$ cat src/rtl/echo_request_input.sv
// Request-direction demarshaller for the echo portal: parses header words, gathers
// arguments and fires one say/say2 call per well-formed message. Optional error counter via ECHO_REQ_ERRCNT_EN.
module echo_request_input (
    input  logic        CLK,
    input  logic        RST,
    input  logic [31:0] requests_0_enq_v,
    input  logic        EN_requests_0_enq,
    output logic        RDY_requests_0_enq,
    input  logic [15:0] messageSize_size_methodNumber,
    output logic [15:0] messageSize_size,
    output logic [31:0] say_v,
    output logic        EN_say,
    input  logic        RDY_say,
    output logic [15:0] say2_a,
    output logic [15:0] say2_b,
    output logic        EN_say2,
    input  logic        RDY_say2
`ifdef ECHO_REQ_ERRCNT_EN
    ,
    output logic [7:0]  err_count
`endif
);

    typedef enum logic [1:0] {HDR, ARGS, ISSUE, DISCARD} stateT;

    stateT       state;
    logic [15:0] method;
    logic [15:0] remaining;
    logic        argSlot;
    logic [31:0] sayV;
    logic [15:0] say2A;
    logic [15:0] say2B;

    logic        accept;
    logic [15:0] hdrMethod;
    logic [15:0] hdrLen;
    logic [15:0] hdrRemaining;
    logic        hdrWellFormed;
    logic        fire;

    // A zero length field counts as a bare header, so both 0 and 1 leave nothing to consume.
    always_comb begin
        hdrMethod     = requests_0_enq_v[31:16];
        hdrLen        = requests_0_enq_v[15:0];
        hdrRemaining  = (hdrLen == 16'd0) ? 16'd0 : hdrLen - 16'd1;
        hdrWellFormed = ((hdrMethod == 16'd0) && (hdrLen == 16'd2)) ||
                        ((hdrMethod == 16'd1) && (hdrLen == 16'd3));
    end

    assign RDY_requests_0_enq = (state != ISSUE);
    assign accept   = EN_requests_0_enq && RDY_requests_0_enq;
    assign EN_say   = (state == ISSUE) && (method == 16'd0) && RDY_say;
    assign EN_say2  = (state == ISSUE) && (method == 16'd1) && RDY_say2;
    assign fire     = EN_say || EN_say2;
    assign say_v    = sayV;
    assign say2_a   = say2A;
    assign say2_b   = say2B;

    assign messageSize_size = ((messageSize_size_methodNumber == 16'd0) ||
                               (messageSize_size_methodNumber == 16'd1)) ? 16'd32 : 16'd0;

    always_ff @(posedge CLK or posedge RST) begin
        if (RST) begin
            state     <= HDR;
            method    <= 16'd0;
            remaining <= 16'd0;
            argSlot   <= 1'b0;
            sayV      <= 32'd0;
            say2A     <= 16'd0;
            say2B     <= 16'd0;
        end else begin
            case (state)
                HDR: begin
                    if (accept) begin
                        method    <= hdrMethod;
                        remaining <= hdrRemaining;
                        argSlot   <= 1'b0;
                        if (hdrWellFormed)
                            state <= ARGS;
                        else if (hdrRemaining != 16'd0)
                            state <= DISCARD;
                    end
                end
                ARGS: begin
                    if (accept) begin
                        if (method == 16'd0)
                            sayV <= requests_0_enq_v;
                        else if (!argSlot)
                            say2A <= requests_0_enq_v[15:0];
                        else
                            say2B <= requests_0_enq_v[15:0];
                        argSlot   <= 1'b1;
                        remaining <= remaining - 16'd1;
                        if (remaining == 16'd1)
                            state <= ISSUE;
                    end
                end
                ISSUE: begin
                    if (fire)
                        state <= HDR;
                end
                DISCARD: begin
                    if (accept) begin
                        remaining <= remaining - 16'd1;
                        if (remaining == 16'd1)
                            state <= HDR;
                    end
                end
                default: state <= HDR;
            endcase
        end
    end

`ifdef ECHO_REQ_ERRCNT_EN
    // Saturating count of malformed headers; only reset clears it.
    always_ff @(posedge CLK or posedge RST) begin
        if (RST)
            err_count <= 8'd0;
        else if ((state == HDR) && accept && !hdrWellFormed && (err_count != 8'hFF))
            err_count <= err_count + 8'd1;
    end
`endif

endmodule

$ cat config.mk
export PLATFORM = sky130hd
export DESIGN_NAME = echo_request_input
export DESIGN_NICKNAME = d
export VERILOG_FILES = /design/src/rtl/echo_request_input.sv
export SDC_FILE = /design/constraint.sdc
export NUM_CORES = 1
export LEC_CHECK = 0
export ABC_AREA = 1
export ABC_CLOCK_PERIOD_IN_PS = 3800
export BUFFER_PORTS_ARGS = -buffer_cell sky130_fd_sc_hd__buf_2
export CAP_MARGIN = 20
export CORE_ASPECT_RATIO = 0.5
export CORE_MARGIN = 2
export CORE_UTILIZATION = 50
export CTS_CLUSTER_SIZE = 10
export DETAILED_ROUTE_END_ITERATION = 10
export PLACE_DENSITY_LB_ADDON = 0.05
export SLEW_MARGIN = 20
export SYNTH_ARGS = -nofsm -noshare
export SYNTH_HDL_FRONTEND = slang
export SYNTH_SLANG_ARGS = --single-unit
export TNS_END_PERCENT = 10
$ cat constraint.sdc
create_clock -name CLK -period 3.8 [get_ports CLK]
set_input_delay 0.38 -clock CLK [delete_from_list [all_inputs] [get_ports CLK]]
set_output_delay 0.38 -clock CLK [all_outputs]
set_load 0.005 [all_outputs]
==> impl_metrics.env <==
export IMPL_dr_total_vias=4358
export IMPL_ioPinCount=136
export IMPL_rsz0062_at_grt="no"
export IMPL_seq_area_frac_synth_pct=50.2
export IMPL_clkLatencyLatePin_ps=340
export IMPL_antenna_found_initial=0
export IMPL_r2r_setup_slack_ps=1590
export IMPL_yosys_warnings=0
export IMPL_critPathKind="flip-flop to flip-flop"
export IMPL_cp_top_family="simple AND/OR/NAND/NOR gates"
export IMPL_cts_buffers=9
export IMPL_path_buf_inv=2
export IMPL_run_status="complete, no violations"
export IMPL_wire_per_inst_um=13.7
export IMPL_critical_path_depth=6
export IMPL_syn_inst=626
export IMPL_r2r_end="say_v[23]"
export IMPL_grt_max_degree=43
export IMPL_dr_max_layer_used="met4"
export IMPL_overflow=0
export IMPL_wl_met1_mm=5.75
export IMPL_cts_tree="built"
export IMPL_async_reset_ff_share_pct=100
export IMPL_timing_fmax_mhz=452
export IMPL_dieHeight_um=74.3
export IMPL_syn_cell_area_um2=4940
export IMPL_cts_root_buf="clkbuf_16"
export IMPL_synth_commonest_cells="167 x nand2_1, 113 x o21ai_0, 99 x dfrtp_1"
export IMPL_slew_headroom_pct=43.5
export IMPL_arrival_ps=2440
export IMPL_setup_viol=0
export IMPL_path_cells="inv_2, nor3_1, nand3_2, buf_4, nand2_1, o21ai_0"
export IMPL_worstSetupStartpointType="flip-flop"
export IMPL_yosysTopAreaCell="dfrtp_1"
export IMPL_die_area_um2=10700
export IMPL_cts_setup_buffers=0
export IMPL_ys_seq_elements=99
export IMPL_hold_viol_final=0
export IMPL_worst_r2r_path_depth=6
export IMPL_layout_nets=798
export IMPL_drt_initial_drc_count=279
export IMPL_clk_path_buf_depth=2
export IMPL_crit_required_ps=4030
export IMPL_critical_path_endpoint="say_v[23]"
export IMPL_port_buffers=119
export IMPL_cp_end_kind="flip-flop"
export IMPL_max_slew_worst_pin_slew_ps=846
export IMPL_synth_edf_count=0
export IMPL_fin_crit_sh_pct=58.2
export IMPL_crit_path_start="state[0]"
export IMPL_final_min_clock_period_ps=2210
export IMPL_skew_ps=7.65
export IMPL_synth_most_common_cell="nand2_1"
export IMPL_core_um2=9510
export IMPL_synthFlopType="dfrtp_1"
export IMPL_reg2reg_from="state[0]"
export IMPL_postSynthAreaPerCell_um2=7.89
export IMPL_drv_cap=0
export IMPL_hp_class="primary input to asynchronous set/reset pin"
export IMPL_first_global_vias=3996
export IMPL_drt_vias_per_instance=4.96
export IMPL_post_route_util_pct=62.2
export IMPL_diodes=0
export IMPL_rows=25
export IMPL_cp_slowest_cell="nand3_2"
export IMPL_worst_path_max_fanout=39
export IMPL_wl_met2_mm=5.09
export IMPL_htree_levels=3
export IMPL_clk_pin_slew_ps=70
export IMPL_yosysUniqueCellTypes=32
export IMPL_wl_met3_mm=1.10
export IMPL_die_x_um=145
export IMPL_drc_errors=0
export IMPL_track_usage_pct=23.8
export IMPL_synth_top_area_share_pct=50.2
export IMPL_dr_pass1_iters=4
export IMPL_place_gp_congestion=0.865
export IMPL_netlist_top_cells_area="dfrtp_1 50%, nand2_1 13%, o21ai_0 11%"
export IMPL_max_stage_delay_ps=580
export IMPL_grt_pass1_wl_mm=19.6
export IMPL_p_per_area_nw_per_um2=624
export IMPL_cts_sinks=99
export IMPL_hpwl_mm=8.88
export IMPL_leakage_nw=3.14
export IMPL_syn2layout_area_growth_pct=19.8
export IMPL_cts_hold_fix_buffers=0
export IMPL_routed_wl_mm=12.0
export IMPL_tns_ps=0
export IMPL_finalMaxSlewViolations=0
export IMPL_worst_ir_drop_vdd_v=0.000245
export IMPL_start_util_pct=51.9
export IMPL_antenna_left=0
export IMPL_drive_gt1_share_pct=21.1
export IMPL_cts_resized=0
cell type report:
class / instances / area (µm²)
Inverter: 62 / 235
Timing Repair Buffer: 126 / 648
Tap cell: 135 / 169
Multi-Input combinational cell: 441 / 2070
Clock buffer: 11 / 233
Sequential cell: 99 / 2480
Fill cell: 915 / 3590
Clock inverter: 5 / 85.1
state kept, by name, summed over array words and instances (netlist names):
| signal | count |
|---|---|
| say_v | 32 |
| method | 16 |
| remaining | 16 |
| say2_a | 16 |
| say2_b | 16 |
| state | 2 |
| argSlot | 1 |
cells in the final DEF, fill, tap and decap left out, types with 2 or more instances in the layout:
cell	count
nand2_1	167
buf_2	119
o21ai_0	113
dfrtp_1	99
inv_1	59
nor2_1	47
nand3_1	31
conb_1	15
a21oi_1	13
clkbuf_16	9
nor2_2	8
buf_4	7
nor3_1	6
xor2_1	6
ha_1	6
nand4_1	4
o22ai_1	4
nor4_1	4
nand2_2	3
o211ai_1	3
a31oi_1	2
clkbuf_1	2
bufinv_16	2
worst min-delay path by stage:
stage	slack [ps]	cells past startpoint	start	endpoint
after global routing	120	2	RST	say2_a[4]
after global placement	460	2	RST	say2_b[4]
final	80	2	RST	say2_b[4]
after detailed placement	460	2	RST	say2_b[4]
after floorplan	450	2	method[2]	method[2]
after CTS	100	2	RST	say2_b[4]
cell families after synthesis:
kind of cell	synth area share, %
buffers and inverters	9.15
AOI/OAI and AO/OA	14.5
and+or+nand+nor	23.5
adders and majority gates	1.52
xor gates and xnor gates	1.06
other	0.0759
DFF	50.2
metrics by stage:
stage / setup WS, ps / instance area, µm² / hold slack [ps] / power (mW) / instances
2_1_floorplan: 830 / 4990 / 445 / 2.34 / 640
3_3_place_gp: 1580 / 5600 / 461 / 2.70 / 863
3_5_place_dp: 1550 / 5600 / 465 / 2.74 / 863
4_1_cts: 1570 / 5910 / 101 / 3.72 / 879
5_1_grt: 1330 / 5910 / 117 / 3.99 / 879
6_report: 1590 / 5910 / 82.4 / 3.69 / 879
where the power goes:
part	switching [mW]	total (mW)	leakage, nW	internal, mW
registers	0.217	1.62	1.28	1.40
logic	0.660	1.10	1.71	0.439
clock network	0.392	0.973	0.150	0.581
metal layers:
layer  up-vias  track usage [%]
met2       144             38.0
li1       2220                -
met5         -                0
met4         0             4.21
met3         9             7.34
met1      1985             33.0
Power figures use the tool's default switching activity.
